**config.mk**
```make
export PLATFORM = sky130hd
export DESIGN_NAME = serial_demux_ch
export DESIGN_NICKNAME = d
export VERILOG_FILES = /design/src/rtl/serial_demux_ch.sv
export SDC_FILE = /design/constraint.sdc
export NUM_CORES = 1
export LEC_CHECK = 0
export CAP_MARGIN = 20
export CORE_ASPECT_RATIO = 1.5
export CORE_MARGIN = 2
export CORE_UTILIZATION = 30
export CTS_CLUSTER_DIAMETER = 40
export DETAILED_ROUTE_END_ITERATION = 6
export PLACE_DENSITY = 0.59
export SLEW_MARGIN = 20
export SYNTH_ARGS = -nofsm -noshare
export SYNTH_HDL_FRONTEND = slang
export SYNTH_SLANG_ARGS = --single-unit
```
**constraint.sdc**
```tcl
create_clock -name clk -period 2.1 [get_ports clk]
set_input_delay 0.42 -clock clk [delete_from_list [all_inputs] [get_ports clk]]
set_output_delay 0.42 -clock clk [all_outputs]
set_load 0.01 [all_outputs]
```
**src/rtl/serial_demux_ch.sv**
```systemverilog
// Serial packet demultiplexer: start / address / length / data framing, data bits steered to NUM_CH channels.
// Optional trailing even-parity bit is enabled by defining SERIAL_DEMUX_PARITY_EN.
module serial_demux_ch #(
    parameter  int ADDR_W = 2,
    parameter  int LEN_W  = 4,
    localparam int NUM_CH = 2 ** ADDR_W
) (
    input  logic              clk,
    input  logic              rst,
    input  logic              clk_en,
    input  logic              ser_in,
    output logic [NUM_CH-1:0] p,
    output logic              ser_out_valid,
    output logic [ADDR_W-1:0] ch_sel,
    output logic [LEN_W-1:0]  rem_cnt,
    output logic              busy,
    output logic              done,
    output logic              parity_err,
    output logic [2:0]        state_dbg
);

    localparam int CNT_W = (ADDR_W > LEN_W) ? ADDR_W : LEN_W;
    localparam logic [CNT_W-1:0] ADDR_LAST = CNT_W'(ADDR_W - 1);
    localparam logic [CNT_W-1:0] LEN_LAST  = CNT_W'(LEN_W - 1);

    localparam logic [2:0] S_IDLE = 3'd0;
    localparam logic [2:0] S_ADDR = 3'd1;
    localparam logic [2:0] S_LEN  = 3'd2;
    localparam logic [2:0] S_DATA = 3'd3;
    localparam logic [2:0] S_DONE = 3'd5;
`ifdef SERIAL_DEMUX_PARITY_EN
    localparam logic [2:0] S_PAR  = 3'd4;
    localparam logic [2:0] S_TAIL = S_PAR;
`else
    localparam logic [2:0] S_TAIL = S_DONE;
`endif

    logic [2:0]        r_state;
    logic [CNT_W-1:0]  r_cnt;
    logic [NUM_CH-1:0] r_p;
    logic              r_valid;
    logic [ADDR_W-1:0] r_ch_sel;
    logic [LEN_W-1:0]  r_rem;
    logic              r_done;
    logic              r_perr;
`ifdef SERIAL_DEMUX_PARITY_EN
    logic              r_par;
    logic              r_perr_flag;
`endif

    logic [ADDR_W-1:0] w_addr_shift;
    logic [LEN_W-1:0]  w_len_shift;
    logic [NUM_CH-1:0] w_p_next;

    // Fields arrive MSB first, so each new bit enters at the LSB.
    assign w_addr_shift = ADDR_W'({r_ch_sel, ser_in});
    assign w_len_shift  = LEN_W'({r_rem, ser_in});

    always_comb begin
        w_p_next           = '0;
        w_p_next[r_ch_sel] = ser_in;
    end

    always_ff @(posedge clk) begin
        if (rst) begin
            r_state  <= S_IDLE;
            r_cnt    <= '0;
            r_p      <= '0;
            r_valid  <= 1'b0;
            r_ch_sel <= '0;
            r_rem    <= '0;
            r_done   <= 1'b0;
            r_perr   <= 1'b0;
`ifdef SERIAL_DEMUX_PARITY_EN
            r_par       <= 1'b0;
            r_perr_flag <= 1'b0;
`endif
        end else begin
            r_valid <= 1'b0;
            r_done  <= 1'b0;
            r_perr  <= 1'b0;
            case (r_state)
                S_IDLE: begin
                    if (clk_en && !ser_in) begin
                        r_state <= S_ADDR;
                        r_cnt   <= '0;
`ifdef SERIAL_DEMUX_PARITY_EN
                        r_par   <= 1'b0;
`endif
                    end
                end
                S_ADDR: begin
                    if (clk_en) begin
                        r_ch_sel <= w_addr_shift;
                        if (r_cnt == ADDR_LAST) begin
                            r_cnt   <= '0;
                            r_state <= S_LEN;
                        end else begin
                            r_cnt <= r_cnt + 1'b1;
                        end
                    end
                end
                S_LEN: begin
                    if (clk_en) begin
                        r_rem <= w_len_shift;
                        if (r_cnt == LEN_LAST) begin
                            r_cnt <= '0;
                            // An empty packet leaves p untouched from the previous one.
                            if (w_len_shift == '0) begin
                                r_state <= S_TAIL;
                            end else begin
                                r_state <= S_DATA;
                                r_p     <= '0;
                            end
                        end else begin
                            r_cnt <= r_cnt + 1'b1;
                        end
                    end
                end
                S_DATA: begin
                    if (clk_en) begin
                        r_p     <= w_p_next;
                        r_valid <= 1'b1;
                        r_rem   <= r_rem - 1'b1;
`ifdef SERIAL_DEMUX_PARITY_EN
                        r_par   <= r_par ^ ser_in;
`endif
                        if (r_rem == LEN_W'(1)) begin
                            r_state <= S_TAIL;
                        end
                    end
                end
`ifdef SERIAL_DEMUX_PARITY_EN
                S_PAR: begin
                    if (clk_en) begin
                        r_perr_flag <= r_par ^ ser_in;
                        r_state     <= S_DONE;
                    end
                end
`endif
                S_DONE: begin
                    // Leaves regardless of clk_en; the end-of-packet pulse lands on this edge.
                    r_done  <= 1'b1;
`ifdef SERIAL_DEMUX_PARITY_EN
                    r_perr  <= r_perr_flag;
`endif
                    r_state <= S_IDLE;
                end
                default: r_state <= S_IDLE;
            endcase
        end
    end

    assign p             = r_p;
    assign ser_out_valid = r_valid;
    assign ch_sel        = r_ch_sel;
    assign rem_cnt       = r_rem;
    assign busy          = (r_state != S_IDLE);
    assign done          = r_done;
    assign parity_err    = r_perr;
    assign state_dbg     = r_state;

endmodule

```
==> impl_results.md <==
* Run status: finished clean
* Pin count of the biggest net entering global routing at 17
* Worst-path fanout max at 14
* EDFF count, synth at 0
* Clk sinks at 19
* Clk pwr share at 34.3%
* LEAKAGE at 0.475 nW
* Core Rows at 26
* Cell family with most CP delay: buffers and inverters
* Syn Inst Count at 127
* Crit share post-route at around 96%
* Combinational fraction of design power at about 17%
* Reg area at 380 um2
* Vias at roughly 1,000
* Peak supply drop at 0.000287 V
* Drt via density at between 5 and 6
* R2R cell count at 5
* Primary FF master, synth: dfxtp_1
* FF+latch count, synth at 19
* Critical path startpoint: state_dbg[1]
* Post-synthesis adder-cell area fraction at under 10%
* Die Ht at between 70 and 80 um
* Clk buf depth at 2
* Levels on crit path at 2
* Worst-path cell chain: or3_1, clkdlybuf4s50_1
* Vias in the first global route at 995
* Worst path buffer plus inverter count at 1
* GPL Wtd Cong at 0.867
* Hold WC Path Type: reg -> reg
* Post-CTS Setup Inserts at 0
* Drt initial violations at 16
* Critical setup path kind: reg -> out
* Dpl hpwl at 2030 um
* Routed WL at 2650 um
* Die ar. at between 0.004 and 0.005 mm2
* DRC at 0
* Core area at 0.00338 mm2
* Setup TNS at 0 ps
* Distinct cells, synth at 39
* P_sw at 0.203 mW
* Share of flip-flops with an asynchronous set or reset at 0%
* Number of port buffers at 19
* Overall die width at 52.5 um
* Mux share of post-synthesis cell area at ~4.7%
* Initial antenna violation count at 0
* Final hold viol count at 0
* PD cells at between 500 and 600 mW/mm2
* Dpl cells at 190
* Min Tclk post-route at roughly 2000 ps
* Type of origin of the critical path: flop
* Worst slew pin tran at approximately 490 ps
* First-pass GRT wire length at 4350 um
* First-pass detailed-route iteration total at 4
* Hold_buf cts at 0
* Post-Layout Cell Count at 194
* Final-layout fill cell count at 365
* Final layout net count at 161
* Multi-input gate area at 607 um2
* Clock root cell: clkbuf_8
* RSZ-0062 raised after global routing: no
* Flop pwr share at 48.8%
* TritonCTS buffer count at 3
* TritonCTS clock tree: done
* Total gr overflow at 0
* Post-synthesis simple-gate area fraction at 28.8%
* Antenna cells at 0
* Average routed wire per standard cell at 13.6 um
* Mapped Area at 0.00106 mm2
* Ports at 21
* Initial core utilization at between 30% and 40%
* DRT antenna net count at 0
* Area grow syn2layout at 30.3%
* Mapped Nets at 135
* Final Max Slew Viols at 0
* Switch share at 26.7%
* Crit end category: primary output
* Setup violators final at 0
* Average size of a mapped cell at about 8.3 um2
* Utilization after layout at 40.7%
* Post-cts resize count at 0
* Max H-tree Level at 1
* R2r setup slk at 250 ps
* Internal power at 0.558 mW
* Req. time, crit path at roughly 1700 ps
* Worst Path Arrival at 1590 ps
* Max-Cap Viols at 0
* Layout cells sized above 1 at 9.87%
* Slowest-stage cell, CP: clkdlybuf4s50_1
* Post-Synth XOR/XNOR Area at 0.828%
* Fmax at 498 MHz
* Main combinational cell family by area after synthesis: simple AND/OR/NAND/NOR gates
* Setup crit end: busy
* Compound-Gate Fraction of Synth Area at 18.0%
* GRT Total Usage at 14.1%
* Clock-pin slew on the worst setup and hold paths at about 80 ps
* Latest clock arrival within the worst-skew pair at 260 ps
* R2R Path End: state_dbg[2]
* Max stage delay on crit path at 480 ps
* Sequential area share after synthesis at 36.0%
* Critical R2R Launch: r_cnt[0]
* Clock skew after layout at 8.64 ps
* Synth Warn # at 0
* Relative slew margins at between 60 and 70%
## worst min path at each step
stage                     startpoint  slack, ps       end  cells past startpoint
after detailed placement        p[1]        470      p[1]                      2
after CTS                       p[1]        490      p[1]                      2
after global routing            p[1]        500      p[1]                      2
final                           p[1]        480      p[1]                      2
after floorplan             r_cnt[1]        470  r_cnt[1]                      2
after global placement          p[1]        460      p[1]                      2
## through the flow
stage	power (mW)	area, um2	hold WS, ps	worst slack [ps]
floorplan	0.461	1060	466	393
global placement	0.507	1330	463	67.9
detailed placement	0.508	1330	471	67.5
CTS	0.774	1380	485	88.3
global route	0.792	1380	496	13.2
finish	0.762	1380	476	92.9
## area by class of cell
class	instances	area share [%]
Multi-Input combinational cell	92	44.1
Clock buffer	3	3.00
Tap cell	42	3.81
Sequential cell	19	27.6
Inverter	9	2.45
Timing Repair Buffer	28	18.7
Clock inverter	1	0.363
## power by group through the flow
| stage | Clock [mW] | Sequential, mW | Combinational, mW |
|---|---|---|---|
| floorplan | 0 | 0.380 | 0.0803 |
| global placement | 0 | 0.380 | 0.127 |
| detailed placement | 0 | 0.380 | 0.128 |
| CTS | 0.274 | 0.372 | 0.129 |
| global route | 0.278 | 0.373 | 0.141 |
| finish | 0.261 | 0.372 | 0.129 |
## layout by cell type, fill, tap and decap left out, types with 2 or more instances in the layout
cell type	instances
mux2i_1	5
ha_1	4
inv_1	9
nor2b_1	2
nor4_1	3
nor4b_1	2
dfxtp_1	19
nand3b_1	4
nand2_1	10
or3_1	3
buf_4	9
clkbuf_8	3
nor2_1	10
nand2b_1	5
o32ai_1	3
a21oi_1	8
clkdlybuf4s50_1	19
nor3b_1	4
nor3_1	5
o21ai_0	5
## worst register-to-register path, cell delays in order (launching register included)
cell and delay (ps):
dfxtp_1 410, ha_1 210, nor3b_1 390, o32a_1 280, o211a_1 240, nor4b_1 220
## cell families (layout without fill, tap and decap cells)
| group | after synthesis | after routing |
|---|---|---|
| fa+ha+maj | 4 | 4 |
| flops | 19 | 19 |
| buf+inv | 16 | 41 |
| simple gates | 54 | 54 |
| compound gates | 27 | 27 |
| mux | 5 | 5 |
| xor+xnor | 1 | 1 |
| other cells | 1 | 1 |
## cell usage after synthesis, drive strengths merged (2+ instances only)
library cell | instances | share of area [%]
nor3b | 4 | 2.8
buf | 4 | 2.4
nor2b | 2 | 1.2
a21oi | 8 | 3.8
ha | 4 | 4.7
nand2 | 10 | 3.6
nor4 | 3 | 1.8
inv | 9 | 3.2
o21ai | 5 | 2.4
or3 | 3 | 1.8
or3b | 2 | 1.7
o32ai | 3 | 2.5
nand2b | 5 | 3.0
nor4b | 2 | 1.7
mux2i | 5 | 4.7
dfxtp | 19 | 36
nor3 | 5 | 2.4
clkbuf | 3 | 1.1
nor2 | 10 | 3.6
nand3b | 4 | 2.8
## registers in the layout, indices dropped and copies added, names as in the netlist
signal	cells
p	4
r_cnt	4
rem_cnt	4
state_dbg	3
ch_sel	2
done	1
ser_out_valid	1
## metal layers
metal / vias to the layer above / wire length (um) / track usage, % / part of all wire [%]
met5: - / 0 / 0 / 0
met4: 0 / 97 / 6.92 / 3.7
met3: 12 / 84 / 2.14 / 3.2
met2: 27 / 1420 / 25.8 / 54
met1: 450 / 1040 / 14.8 / 39
li1: 506 / - / - / -
Power figures use the tool's default switching activity.
==> patch 1 (same flow settings) <==
Build with the macro `SERIAL_DEMUX_PARITY_EN` defined.
--- a/src/rtl/serial_demux_ch.sv
+++ b/src/rtl/serial_demux_ch.sv
@@ -1,4 +1,6 @@
 // Serial packet demultiplexer: start / address / length / data framing, data bits steered to NUM_CH channels.
 // Optional trailing even-parity bit is enabled by defining SERIAL_DEMUX_PARITY_EN.
+`define SERIAL_DEMUX_PARITY_EN
+
 module serial_demux_ch #(
     parameter  int ADDR_W = 2,
Function: changed (a bounded check fails within 10 cycles, from zero or initial values and one cycle with rst high).
==> patch 1 against the unedited design <==
Sequential cell count increased by 3. Cell area is 12% higher. Setup slack better by 17 ps. Sequential power is 23% higher. Clock power up 55%. Non-clock buffer count down 2. Synthesized area rose by 15%. Power is 38% higher. Routed wire length is 12% higher. Largest cell class unchanged. Highest routed layer unchanged.
==> patch 1: results (changes against the unedited design) <==
The clock insertion delay at the later pin of the skew report was 270 ps; the count of port buffers added during placement was 20 (+1). The arrival time at the worst endpoint was 1570 ps (-20 ps); the worst IR drop on VDD was 397 uV (+38%). The worst clock skew came out at 7.09 ps (-1.55 ps).

The cell type of the slowest stage on the worst timing path was clkdlybuf4s50_1. The logs give 72 um (-14%) for the routed length on met3 and 1.49 mm (+5.0%) for the detailed route wirelength on metal2. After clock tree synthesis, the clock-pin slew on the worst setup and hold paths is 90 ps. The run finished with clean final reports.

The final cell count without fillers was 210 (+8.2%); the pin count of the biggest net entering global routing was 16 (-1). Ranked by total cell area, the synthesized netlist is headed by dfxtp_1 36%, a21oi_1 6.2%, nor2_1 5.0%. The synthesized area per cell works out to 8.48 sq um (+1.8%). The total inserted antenna cells was 0 (unchanged).

Average wire per cell in the routed design: 14.1 um (+3.8%). The fraction of layout cells with a size suffix above 1 came out at 0.115 (+0.0165). The number of vias in the routed layout was 1126 (+13%). By count the netlist is led by 22 x dfxtp_1, 16 x nor2_1, 15 x a21oi_1, 10 x o21ai_0. Number of library cell types mapped by synthesis: 44 (+13%). The run gives 0.363 (+0.00350) as the post-synthesis sequential area ratio. The run gives 2.24 mm (+10%) as the final HPWL from detailed placement.

For the internal power, the log shows 0.770 mW (+38%). The tools report the DRC violation total after the first TritonRoute iteration as 14 (-2). The weighted congestion reported at the end of routability-driven placement was 0.787 (-9.2%).

The tools report the post-synthesis net count as 151 (+12%). The tightest slew margin relative to the limit was 0.629 (-0.0432). The kind of cell with the highest combined delay along the critical path is buffers and inverters. The first-pass detailed-route iteration total came out at 4 (unchanged). The number of nets in the final layout was 174 (+8.1%); the number of levels the H-tree was split into was 1 (unchanged).

The path type of the worst min-delay path was flip-flop to flip-flop. For the overall global routing resource usage, the log shows 0.142 (+0.000385). Largest driver fanout on the critical path: 15 (+1). The worst stage delay on the critical path was 490 ps. The logs give 3 (unchanged) for the CTS buffer count and 280 ps (+30 ps) for the slack of the worst reg-to-reg path. The tools report the number of filler instances in the final layout as 429 (+18%). The logs give 5.13 mm (+18%) for the wire length of the first global-routing pass and 1.33 mm (+28%) for the detailed-routing wirelength on met1.

The run gives 0.524 nW (+10%) as the static leakage. Routed signal wires occupy layers up through met4.
-- patch 1: cell type report --
type | instances | area share
Multi-Input combinational cell | 106 | 0.454
Sequential cell | 22 | 0.287
Timing Repair Buffer | 26 | 0.159
Tap cell | 45 | 0.0365
Clock buffer | 3 | 0.0268
Clock inverter | 1 | 0.0195
Inverter | 7 | 0.0170
-- patch 1: power groups by stage --
stage	Combinational, mW	Clock, mW	Sequential (mW)
after floorplan	0.141	0	0.455
after global placement	0.190	0	0.466
after detailed placement	0.191	0	0.467
after CTS	0.193	0.417	0.457
after global routing	0.212	0.436	0.462
final	0.191	0.405	0.458
-- patch 1: kinds of logic (layout without fill, tap and decap cells) --
family / Yosys count / after routing / synth area share
compound gates: 42 / 42 / 0.233
fa+ha+maj: 4 / 4 / 0.0413
simple gates: 54 / 54 / 0.257
flops: 22 / 22 / 0.363
buf+inv: 15 / 37 / 0.0588
mux: 2 / 2 / 0.0175
xor+xnor: 4 / 4 / 0.0289
-- patch 1: path summary, 6_finish.rpt --
kind | from | to | cells after the start
setup / recovery | state_dbg[0] | busy | 2
hold / removal | r_perr_flag | parity_err | 1
setup reg to reg | r_cnt[0] | state_dbg[0] | 5
hold reg to reg | r_perr_flag | parity_err | 1
-- patch 1: metal layers --
| metal | vias to the layer above | GRT usage |
|---|---|---|
| met5 | - | 0 |
| met2 | 22 | 0.244 |
| met3 | 7 | 0.0220 |
| met4 | 0 | 0.0786 |
| met1 | 536 | 0.168 |
| li1 | 561 | - |
-- patch 1: through the flow --
stage / setup slack (ps) / hold slack, ps / instance area [sq um]
3_5_place_dp: 81.9 / 451 / 1470
3_3_place_gp: 159 / 443 / 1470
2_1_floorplan: 526 / 431 / 1210
5_1_grt: 61.6 / 506 / 1540
6_report: 109 / 466 / 1540
4_1_cts: 5.50 / 472 / 1540
==> patch 2 (same flow settings) <==
Made on the original files. Put one more register stage on the output `state_dbg`, without a reset. The value now appears one clock later. The other outputs are not delayed to match.
--- a/src/rtl/serial_demux_ch.sv
+++ b/src/rtl/serial_demux_ch.sv
@@ -159,5 +159,7 @@
     assign done          = r_done;
     assign parity_err    = r_perr;
-    assign state_dbg     = r_state;
+    always_ff @(posedge clk) begin
+        state_dbg <= r_state;
+    end
 
 endmodule
Behaviour: not the same (Yosys sat finds a counterexample within 4 cycles, from zero or initial values and one cycle with rst high).
==> patch 2 against the unedited design <==
Clock power is 3% lower. Sequential power is 15% higher. Sequential cell count is 3 higher. First-iteration DRC count is 19% higher. Clock skew is 7.4 ps lower. Setup slack better by 51 ps. Hold slack worse by 22 ps. Power is 1.7% higher. Cell area is 3.5% higher. Synthesized area is 3.8% higher. Routed wire length is 7.9% lower. Global-route usage is 0.84 points lower. Critical path type is now flip-flop to flip-flop. Critical endpoint is now p[0]. Largest cell class unchanged.
==> patch 2: results (changes against the unedited design) <==
The flow ran to the end, and the final reports show no timing, DRC or antenna violations. The logs give 250 ps for the clock insertion delay at the later pin of the skew report and 169 (+5.0%) for the number of nets in the final layout. The share of the synthesized area in compound gates (AO/OA/AOI/OAI) was 0.152 (-0.0282).

Fraction of met1 tracks used by global routing: 0.143 (-0.00487). The number of library cell types mapped by synthesis is 35 (-10%), and the via count of the first global-routing pass is 985 (-1.0%). The worst clock skew is 1.19 ps (-7.45 ps). The post-synthesis net count is 143 (+5.9%). The share of async-settable or async-resettable flops after synthesis came out at 0 (unchanged).

The path type of the worst min-delay path is flip-flop to flip-flop. The count of port buffers added during placement works out to 19 (unchanged). The fraction of layout cells with a size suffix above 1 works out to 0.132 (+0.0334). The total number of yosys warnings was 0 (unchanged). The final HPWL from detailed placement is 1.91 mm (-5.8%), and the number of antenna violations at the first check in global routing is 0 (unchanged). First-pass detailed-route iteration total: 4 (unchanged). The total inserted antenna cells was 0 (unchanged). The clock slew seen by the registers of the worst setup and hold paths is 70 ps. Post-synthesis sequential area ratio: 0.401 (+0.0416). The met3 demand-to-capacity share in global routing is 0.00760 (-0.0138), and the multiplexer share of the synthesized area is 0.0285 (-0.0188).

The tools report the met2 track demand over resource as 0.241 (-0.0168). The tree is rooted in a clkbuf_8. Yosys attributes the largest share of cell area to dfxtp_1 40%, nor2_1 6.5%, a21oi_1 6.4%. By count the netlist is led by 22 x dfxtp_1, 19 x nor2_1, 14 x a21oi_1, 10 x nand2_1, 7 x nor3_1. Overall global routing resource usage: 0.133 (-0.00840).

The worst IR drop on VDD came out at 429 uV (+49%). The xor/xnor cell area share of the yosys netlist works out to 0 (-0.00828). The number of levels the H-tree was split into was 1 (unchanged); the ratio of routed vias to standard cells was 4.99 (-2.7%). The run gives 17 (unchanged) as the pin count of the biggest net entering global routing. Wire length of the first global-routing pass: 4.24 mm (-2.5%). DRC violation total after the first TritonRoute iteration: 19 (+3). The largest driver fanout on the critical path is 5 (-9), and the weighted congestion reported at the end of routability-driven placement is 0.769 (-11%). The logs give 2 (unchanged) for the buffer levels on the longest clock path and 0 (unchanged) for the number of buffers added for setup after CTS. The logs give 2150 ps (+560 ps) for the arrival time at the worst endpoint and 2.44 mm (-7.9%) for the final routed wirelength across all metal layers. Static leakage: 0.541 nW (+14%). The post-synthesis adder-cell area fraction is 0.0456 (-0.00173), and the CTS buffer count is 3 (unchanged).
==> patch 2: cell count changes in the layout (fill, tap and decap cells not counted), moves of 2 or more <==
cell | unedited run | this run
or3_1 | 3 | 5
nand3b_1 | 4 | 2
mux2i_1 | 5 | 2
nor3_1 | 5 | 7
inv_1 | 9 | 5
nor2b_1 | 2 | 4
nand2b_1 | 5 | 1
nor4b_1 | 2 | 0
and3b_1 | 0 | 2
o32ai_1 | 3 | 0
dfxtp_2 | 0 | 2
nor2_1 | 10 | 19
a21oi_1 | 8 | 14
or4_1 | 0 | 2
==> patch 2: layer usage <==
metal | up-vias | part of all wire
li1 | 518 | -
met1 | 468 | 0.41
met2 | 13 | 0.55
met3 | 4 | 0.017
met4 | 0 | 0.027
met5 | - | 0
==> patch 2: worst paths after layout <==
check / start / end / slack [ps] / cells past startpoint
hold / removal: p[1] / p[1] / 450 / 2
setup reg to reg: r_cnt[0] / p[0] / 140 / 6
setup / recovery: r_cnt[0] / p[0] / 140 / 6
hold reg to reg: p[1] / p[1] / 450 / 2
==> patch 2: worst max-delay path, stage by stage (launching register included) <==
cell	delay (ps)
dfxtp_2	370
ha_2	200
nor3b_2	190
nor3_1	80
or3_1	420
or4_1	480
a21oi_1	150
==> patch 2: per-stage QoR <==
stage	instances	area, sq um	worst slack [ps]
final	201	1430	144
after global routing	201	1430	27.2
after CTS	201	1420	67.0
after detailed placement	198	1380	-22.8
after global placement	198	1380	23.2
after floorplan	135	1100	162
==> patch 2: cells by family (layout without fill, tap and decap cells) <==
group / Yosys count / after routing
DFF: 22 / 22
AOI/OAI and AO/OA: 28 / 28
buffers and inverters: 13 / 37
and+or+nand+nor: 64 / 64
muxes: 3 / 3
adders and majority gates: 4 / 4
other: 1 / 1
==> patch 2: area by class of cell <==
cell class | count | area (sq um)
inverter | 5 | 18.8
multi-input combinational | 100 | 603
fill | 392 | 2020
tap | 42 | 52.6
sequential | 22 | 443
clock buffer | 3 | 41.3
timing repair buffer | 29 | 268
==> patch 2: report_power, final <==
group          leakage (nW)  switching [mW]  internal (mW)
Combinational         0.341          0.0490         0.0460
Sequential            0.178         0.00374          0.423
Clock                0.0216           0.125          0.128
==> patch 2: repair_timing <==
item,CTS,global route
endpoints found under the setup margin,0,3
gates resized for setup,0,4
hold buffers,0,0
